==> src/rtl/branch_cmp_pipe_pkg.sv <==
`default_nettype none
// +----------------------------------------------------------------------+
// | Module      : branch_cmp_pipe_pkg                                    |
// | Description : Shared funct3 encodings, latency bounds and helper     |
// |               functions for the pipelined RV32I branch comparator.   |
// | Revision    : 1.0 - initial release                                  |
// +----------------------------------------------------------------------+
package branch_cmp_pipe_pkg;

  // RV32I branch funct3 encodings
  localparam logic [2:0] F3_BEQ  = 3'b000;
  localparam logic [2:0] F3_BNE  = 3'b001;
  localparam logic [2:0] F3_BLT  = 3'b100;
  localparam logic [2:0] F3_BGE  = 3'b101;
  localparam logic [2:0] F3_BLTU = 3'b110;
  localparam logic [2:0] F3_BGEU = 3'b111;

  // Supported pipeline depths
  localparam int LAT_MIN = 1;
  localparam int LAT_MAX = 2;

  // 010 and 011 are the only unused encodings in the branch opcode space
  function automatic logic f3_illegal(input logic [2:0] f3);
    return (f3 == 3'b010) || (f3 == 3'b011);
  endfunction

  // Branch decision from the three comparison flags
  function automatic logic branch_taken(input logic [2:0] f3,
                                        input logic       zero,
                                        input logic       lt,
                                        input logic       ltu);
    logic t;
    t = 1'b0;
    case (f3)
      F3_BEQ:  t = zero;
      F3_BNE:  t = ~zero;
      F3_BLT:  t = lt;
      F3_BGE:  t = ~lt;
      F3_BLTU: t = ltu;
      F3_BGEU: t = ~ltu;
      default: t = 1'b0;
    endcase
    return t;
  endfunction

endpackage
`default_nettype wire

==> src/rtl/branch_cmp_pipe_zero_reduce.sv <==
`default_nettype none
// +----------------------------------------------------------------------+
// | Module      : zero_reduce                                            |
// | Description : Chunked zero detector. Emits one "all zero" bit per    |
// |               CHUNK-wide slice of the input word.                    |
// | Revision    : 1.0 - initial release                                  |
// +----------------------------------------------------------------------+
module zero_reduce #(
  parameter int WIDTH = 32,
  parameter int CHUNK = 8
) (
  input  logic [WIDTH-1:0]       i_data,
  output logic [WIDTH/CHUNK-1:0] o_chunk_zero
);

  localparam int NCHUNK = WIDTH / CHUNK;

  generate
    for (genvar g = 0; g < NCHUNK; g++) begin : g_chunk
      assign o_chunk_zero[g] = ~|i_data[g*CHUNK +: CHUNK];
    end
  endgenerate

endmodule
`default_nettype wire

==> src/rtl/branch_cmp_pipe.sv <==
`default_nettype none
// +----------------------------------------------------------------------+
// | Module      : branch_cmp_pipe                                        |
// | Description : Pipelined RV32I branch comparator. Registers zero/lt/  |
// |               ltu flags and the taken decision with LAT = 1 or 2     |
// |               cycles of latency, valid tracking and flush.           |
// |               Optional macro BRANCH_STATS_EN adds taken/valid        |
// |               event counters.                                        |
// | Revision    : 1.0 - initial release                                  |
// +----------------------------------------------------------------------+
module branch_cmp_pipe
  import branch_cmp_pipe_pkg::*;
#(
  parameter int WIDTH = 32,
  parameter int CHUNK = 8,
  parameter int LAT   = 1
) (
  input  logic             clk,
  input  logic             reset,
  input  logic             flush,
  input  logic             in_valid,
  input  logic [WIDTH-1:0] a,
  input  logic [WIDTH-1:0] b,
  input  logic [2:0]       funct3,
  output logic             out_valid,
  output logic             zero,
  output logic             lt,
  output logic             ltu,
  output logic             taken,
  output logic             illegal
`ifdef BRANCH_STATS_EN
  ,
  output logic [31:0]      taken_cnt,
  output logic [31:0]      valid_cnt
`endif
);

  localparam int NCHUNK = WIDTH / CHUNK;

  // Borrow-extended difference drives all three flags
  logic [WIDTH:0]      w_diff;
  logic                w_lt;
  logic                w_ltu;
  logic [NCHUNK-1:0]   w_chunk_zero;
  logic                w_accept;

  assign w_diff   = {1'b0, a} - {1'b0, b};
  assign w_ltu    = w_diff[WIDTH];
  // Differing sign bits: the negative operand is the smaller one
  assign w_lt     = (a[WIDTH-1] ^ b[WIDTH-1]) ? a[WIDTH-1] : w_diff[WIDTH-1];
  assign w_accept = in_valid & ~flush;

  zero_reduce #(
    .WIDTH (WIDTH),
    .CHUNK (CHUNK)
  ) u_zero_reduce (
    .i_data       (w_diff[WIDTH-1:0]),
    .o_chunk_zero (w_chunk_zero)
  );

  generate
    if (WIDTH < 8 || (WIDTH % CHUNK) != 0) begin : g_bad_width
      $error("branch_cmp_pipe: WIDTH must be >= 8 and a multiple of CHUNK");
    end

    if (LAT == LAT_MIN) begin : g_lat1
      logic w_zero;
      assign w_zero = &w_chunk_zero;

      // Single stage: flags update only on accepted operations, taken/illegal gated by valid
      always_ff @(posedge clk) begin
        if (reset) begin
          out_valid <= 1'b0;
          zero      <= 1'b0;
          lt        <= 1'b0;
          ltu       <= 1'b0;
          taken     <= 1'b0;
          illegal   <= 1'b0;
        end else begin
          out_valid <= w_accept;
          if (w_accept) begin
            zero    <= w_zero;
            lt      <= w_lt;
            ltu     <= w_ltu;
            taken   <= branch_taken(funct3, w_zero, w_lt, w_ltu);
            illegal <= f3_illegal(funct3);
          end else begin
            taken   <= 1'b0;
            illegal <= 1'b0;
          end
        end
      end
    end else if (LAT == LAT_MAX) begin : g_lat2
      logic              r_s1_valid;
      logic [NCHUNK-1:0] r_s1_chunk;
      logic              r_s1_lt;
      logic              r_s1_ltu;
      logic [2:0]        r_s1_f3;
      logic              w_s2_zero;
      logic              w_s2_go;

      assign w_s2_zero = &r_s1_chunk;
      // Flush also kills the operation sitting in stage 1
      assign w_s2_go   = r_s1_valid & ~flush;

      // Stage 1: partial zero bits, sign/borrow flags and branch type
      always_ff @(posedge clk) begin
        if (reset) begin
          r_s1_valid <= 1'b0;
          r_s1_chunk <= '0;
          r_s1_lt    <= 1'b0;
          r_s1_ltu   <= 1'b0;
          r_s1_f3    <= 3'b000;
        end else begin
          r_s1_valid <= w_accept;
          if (w_accept) begin
            r_s1_chunk <= w_chunk_zero;
            r_s1_lt    <= w_lt;
            r_s1_ltu   <= w_ltu;
            r_s1_f3    <= funct3;
          end
        end
      end

      // Stage 2: final zero reduction, branch decision and output registers
      always_ff @(posedge clk) begin
        if (reset) begin
          out_valid <= 1'b0;
          zero      <= 1'b0;
          lt        <= 1'b0;
          ltu       <= 1'b0;
          taken     <= 1'b0;
          illegal   <= 1'b0;
        end else begin
          out_valid <= w_s2_go;
          if (w_s2_go) begin
            zero    <= w_s2_zero;
            lt      <= r_s1_lt;
            ltu     <= r_s1_ltu;
            taken   <= branch_taken(r_s1_f3, w_s2_zero, r_s1_lt, r_s1_ltu);
            illegal <= f3_illegal(r_s1_f3);
          end else begin
            taken   <= 1'b0;
            illegal <= 1'b0;
          end
        end
      end
    end else begin : g_bad_lat
      $error("branch_cmp_pipe: LAT must be 1 or 2");
    end
  endgenerate

`ifdef BRANCH_STATS_EN
  // Event counters observe the registered outputs; only reset clears them
  always_ff @(posedge clk) begin
    if (reset) begin
      taken_cnt <= 32'd0;
      valid_cnt <= 32'd0;
    end else begin
      if (out_valid)         valid_cnt <= valid_cnt + 32'd1;
      if (out_valid & taken) taken_cnt <= taken_cnt + 32'd1;
    end
  end
`endif

endmodule
`default_nettype wire

==> config.mk <==
export PLATFORM = sky130hd
export DESIGN_NAME = branch_cmp_pipe
export DESIGN_NICKNAME = d
export VERILOG_FILES = /design/src/rtl/branch_cmp_pipe_pkg.sv /design/src/rtl/branch_cmp_pipe_zero_reduce.sv /design/src/rtl/branch_cmp_pipe.sv
export SDC_FILE = /design/constraint.sdc
export NUM_CORES = 1
export LEC_CHECK = 0
export CAP_MARGIN = 0
export CORE_MARGIN = 1.5
export CORE_UTILIZATION = 50
export CTS_BUF_LIST = sky130_fd_sc_hd__clkbuf_2
export DETAILED_ROUTE_END_ITERATION = 8
export PLACE_DENSITY_LB_ADDON = 0.2
export SYNTH_ARGS = -nofsm -noshare
export SYNTH_HDL_FRONTEND = slang
export SYNTH_SLANG_ARGS = --single-unit
==> constraint.sdc <==
create_clock -name clk -period 6.65 [get_ports clk]
set_input_delay 1.6625 -clock clk [delete_from_list [all_inputs] [get_ports clk]]
set_output_delay 1.6625 -clock clk [all_outputs]
set_load 0.01 [all_outputs]
==> flow_summary.json <==
{
  "outcome": "finished clean",
  "cts.sinks": 6,
  "fillCellCount": 417,
  "nets": 572,
  "syn_area_per_cell_um2": 6.588,
  "die_w_um": 74.13,
  "postCtsHoldBufs": 0,
  "syn2layout_area_growth_pct": 37.24,
  "vias_per_cell": 6.026,
  "crit_buf_inv": 2,
  "routed-via-count": 3206,
  "syn_nets": 489,
  "r2r-end": "zero",
  "antenna_found_initial": 0,
  "ys_types": 60,
  "drv_cap": 0,
  "ioPinCount": 77,
  "hold_viol_final": 0,
  "period_needed_ns": 6.264,
  "start_util_pct": 52.86,
  "placedInstanceArea_um2": 3407,
  "maxSlewViolCount": 0,
  "cp_common_cell": "o211ai_1",
  "drt_iter0_drc": 212,
  "multi_input_area_um2": 2203,
  "cts-root-buf": "clkbuf_2",
  "ys_warn_count": 0,
  "critical_path_required_ns": 6.77,
  "synth_area_leaders": "ha_1, a21oi_1, inv_1",
  "hold_path.class": "reg -> reg",
  "yosysTopAreaCell": "ha_1",
  "insertedDiodeCount": 0,
  "period_share_pct": 94.20,
  "h-tree-depth": 1,
  "cp-start-kind": "input pin",
  "syn_inst": 384,
  "clockBufferDepth": 2,
  "ant_nets": 0,
  "slew_headroom_pct": 51.85,
  "cp_cell_sequence": "clkdlybuf4s50_1, inv_1, ha_1, nand2b_1, a211oi_2, o211ai_1, o211ai_1, and3_1, o21ai_0, nand2b_1, a21oi_1, nor2_1, nor2_1, fa_1, nand3_1, nor4_2, o211ai_1, nor4_2, o2111ai_1, a2111oi_2, nand4_1, nor4_4, mux2i_1, nand3_1",
  "cp-end-kind": "flop",
  "regArea_um2": 120.1,
  "io_buffers": 76,
  "drive_gt1_share_pct": 7.097,
  "grt_pass1_wl_um": 13260,
  "slowest_delay_ns": 0.52,
  "skew_ns": 0,
  "core_area_um2": 4786,
  "synthArstFlopShare_pct": 0,
  "clock_latency_ns": 0.24,
  "worstRegToRegCells": 2,
  "setup_viol": 0,
  "rows": 25,
  "hold_depth": 2,
  "crit_slowest_cell": "clkdlybuf4s50_1",
  "netlist_area_um2": 2530,
  "grt_max_degree": 12,
  "fmax_ghz": 0.1596,
  "die_height_um": 74.13,
  "cts_tree": "built",
  "critPathMaxFanout": 2,
  "ys.flop_type": "dfxtp_1",
  "rsz0062_at_grt": "false",
  "synth_edf_count": 0,
  "wire_per_inst_um": 15.49,
  "grt_pass1_vias": 2952,
  "drc_errors": 0,
  "ys_seq_area_share_pct": 4.748,
  "cts_made_buffers": 3,
  "utilization_pct": 72.55,
  "stdcell_area_um2": 3472,
  "crit_path_start": "b[1]",
  "drt_pass1_iterations": 6,
  "wirelength_um": 8241,
  "crit_type": "in -> reg",
  "worstReg2RegStart": "zero",
  "crit_arrival_ns": 6.38,
  "p_leak_nw": 1.504,
  "die_area_um2": 5495,
  "peakVddDrop_mv": 0.06645,
  "cts.clk_slew.worst_paths_ns": 0.06,
  "tightest_slew_ns": 0.7132,
  "reg2reg_slack_ns": 5.99,
  "cpLargestDelayFamily": "simple AND/OR/NAND/NOR gates",
  "pwr_density_cell_nw_per_um2": 103.1,
  "netlist.area_leader.share_pct": 15.83,
  "ys_seq_elements": 6,
  "hold_ws_ns": 0.5087,
  "dp_hpwl_um": 7009,
  "gr-usage-all-layers_pct": 30.38,
  "holdPathEnd": "lt",
  "gp_congestion": 0.9612,
  "grt-ovfl-total": 0,
  "min_from": "lt"
}
==> through the flow <==
stage               setup TNS [ns]  total power [mW]  std cells  setup WS (ns)
finish                           0            0.3579        532         0.3858
global placement                 0            0.3158        527         0.2204
detailed placement       -0.006123            0.3204        527      -0.006123
floorplan                        0            0.2169        384         0.8399
global route                     0            0.3890        532        0.01128
CTS                              0            0.3490        530         0.2105
==> Yosys cell counts (all sizes together) (2+ instances only) <==
master	instances
a211o	2
nor2b	3
xor2	9
o21a	4
ha	32
mux2i	5
o21bai	4
nand4	12
nand2	35
inv	45
o211ai	5
a21o	2
o311ai	3
clkbuf	7
dfxtp	6
or4	2
and2	2
o211a	3
or3	3
a2111oi	4
nand2b	11
nor4	4
xnor2	4
a211oi	13
a22oi	4
and3	4
nor2	33
o21ai	35
a21oi	34
o2111ai	2
nand4b	2
nor4b	5
nor3	13
buf	7
nand3b	3
nor3b	3
fa	2
nand3	5
==> cell families (layout without fill, tap and decap cells) <==
group,Yosys count,after routing,share of synthesized area [%]
multiplexers,6,6,2.423
AO/OA/AOI/OAI,126,126,32.30
adder cells (fa/ha/maj),34,34,17.41
buffers and inverters,59,140,9.545
flip-flops,6,6,4.748
XOR/XNOR,13,13,4.501
AND/OR/NAND/NOR,140,140,29.08
==> state kept, by name (all words and copies together), names as in the netlist <==
signal / cells
ltu: 1
out_valid: 1
illegal: 1
zero: 1
taken: 1
lt: 1
==> tightest hold or removal path: cells and delay by family (launching register included) <==
kind,cells,cell delay (ns)
mux,1,0.07
flops,1,0.33
simple gates,1,0.08
==> per-layer routing <==
metal / up-vias / wire length [um] / global-route usage (%)
met4: 0 / 196 / 8.025
met3: 24 / 420 / 2.846
met2: 129 / 3949 / 52.58
met1: 1479 / 3674 / 40.21
li1: 1574 / - / -
met5: - / 0 / 0
==> power by group <==
group | switching [mW] | leakage (nW) | internal, mW | total (mW)
clock network | 0.0142 | 0.0125 | 0.0122 | 0.0264
logic | 0.160 | 1.44 | 0.133 | 0.294
registers | 0.000494 | 0.0489 | 0.0373 | 0.0378
total | 0.175 | 1.50 | 0.183 | 0.358
==> placed cells by master, fill, tap and decap left out, types with 11 or more instances in the layout <==
cell,count
buf_4,16
o21ai_0,29
nor3_1,12
nand2b_1,11
a211oi_1,11
ha_1,32
nand4_1,12
inv_1,44
a21oi_1,33
nor2_1,33
nand2_1,35
clkdlybuf4s50_1,76
==> repair_timing <==
item                       in CTS  in global routing
gates resized for setup         0                  7
buffers inserted                0                  2
setup endpoints to repair       0                  2
==> area by class of cell <==
type	instances	area share (%)
Clock buffer	3	0.4324
Inverter	45	4.865
Sequential cell	6	3.459
Tap cell	67	2.414
Timing Repair Buffer	92	25.37
Multi-Input combinational cell	319	63.46
==> worst max path at each step <==
stage / slack, ns / cells past startpoint / endpoint
global route: 0.01 / 24 / taken
detailed placement: -0.006 / 24 / taken
finish: 0.39 / 24 / taken
floorplan: 0.84 / 24 / taken
global placement: 0.22 / 24 / taken
CTS: 0.21 / 24 / taken
No activity file was read; power rests on OpenSTA's default activity.
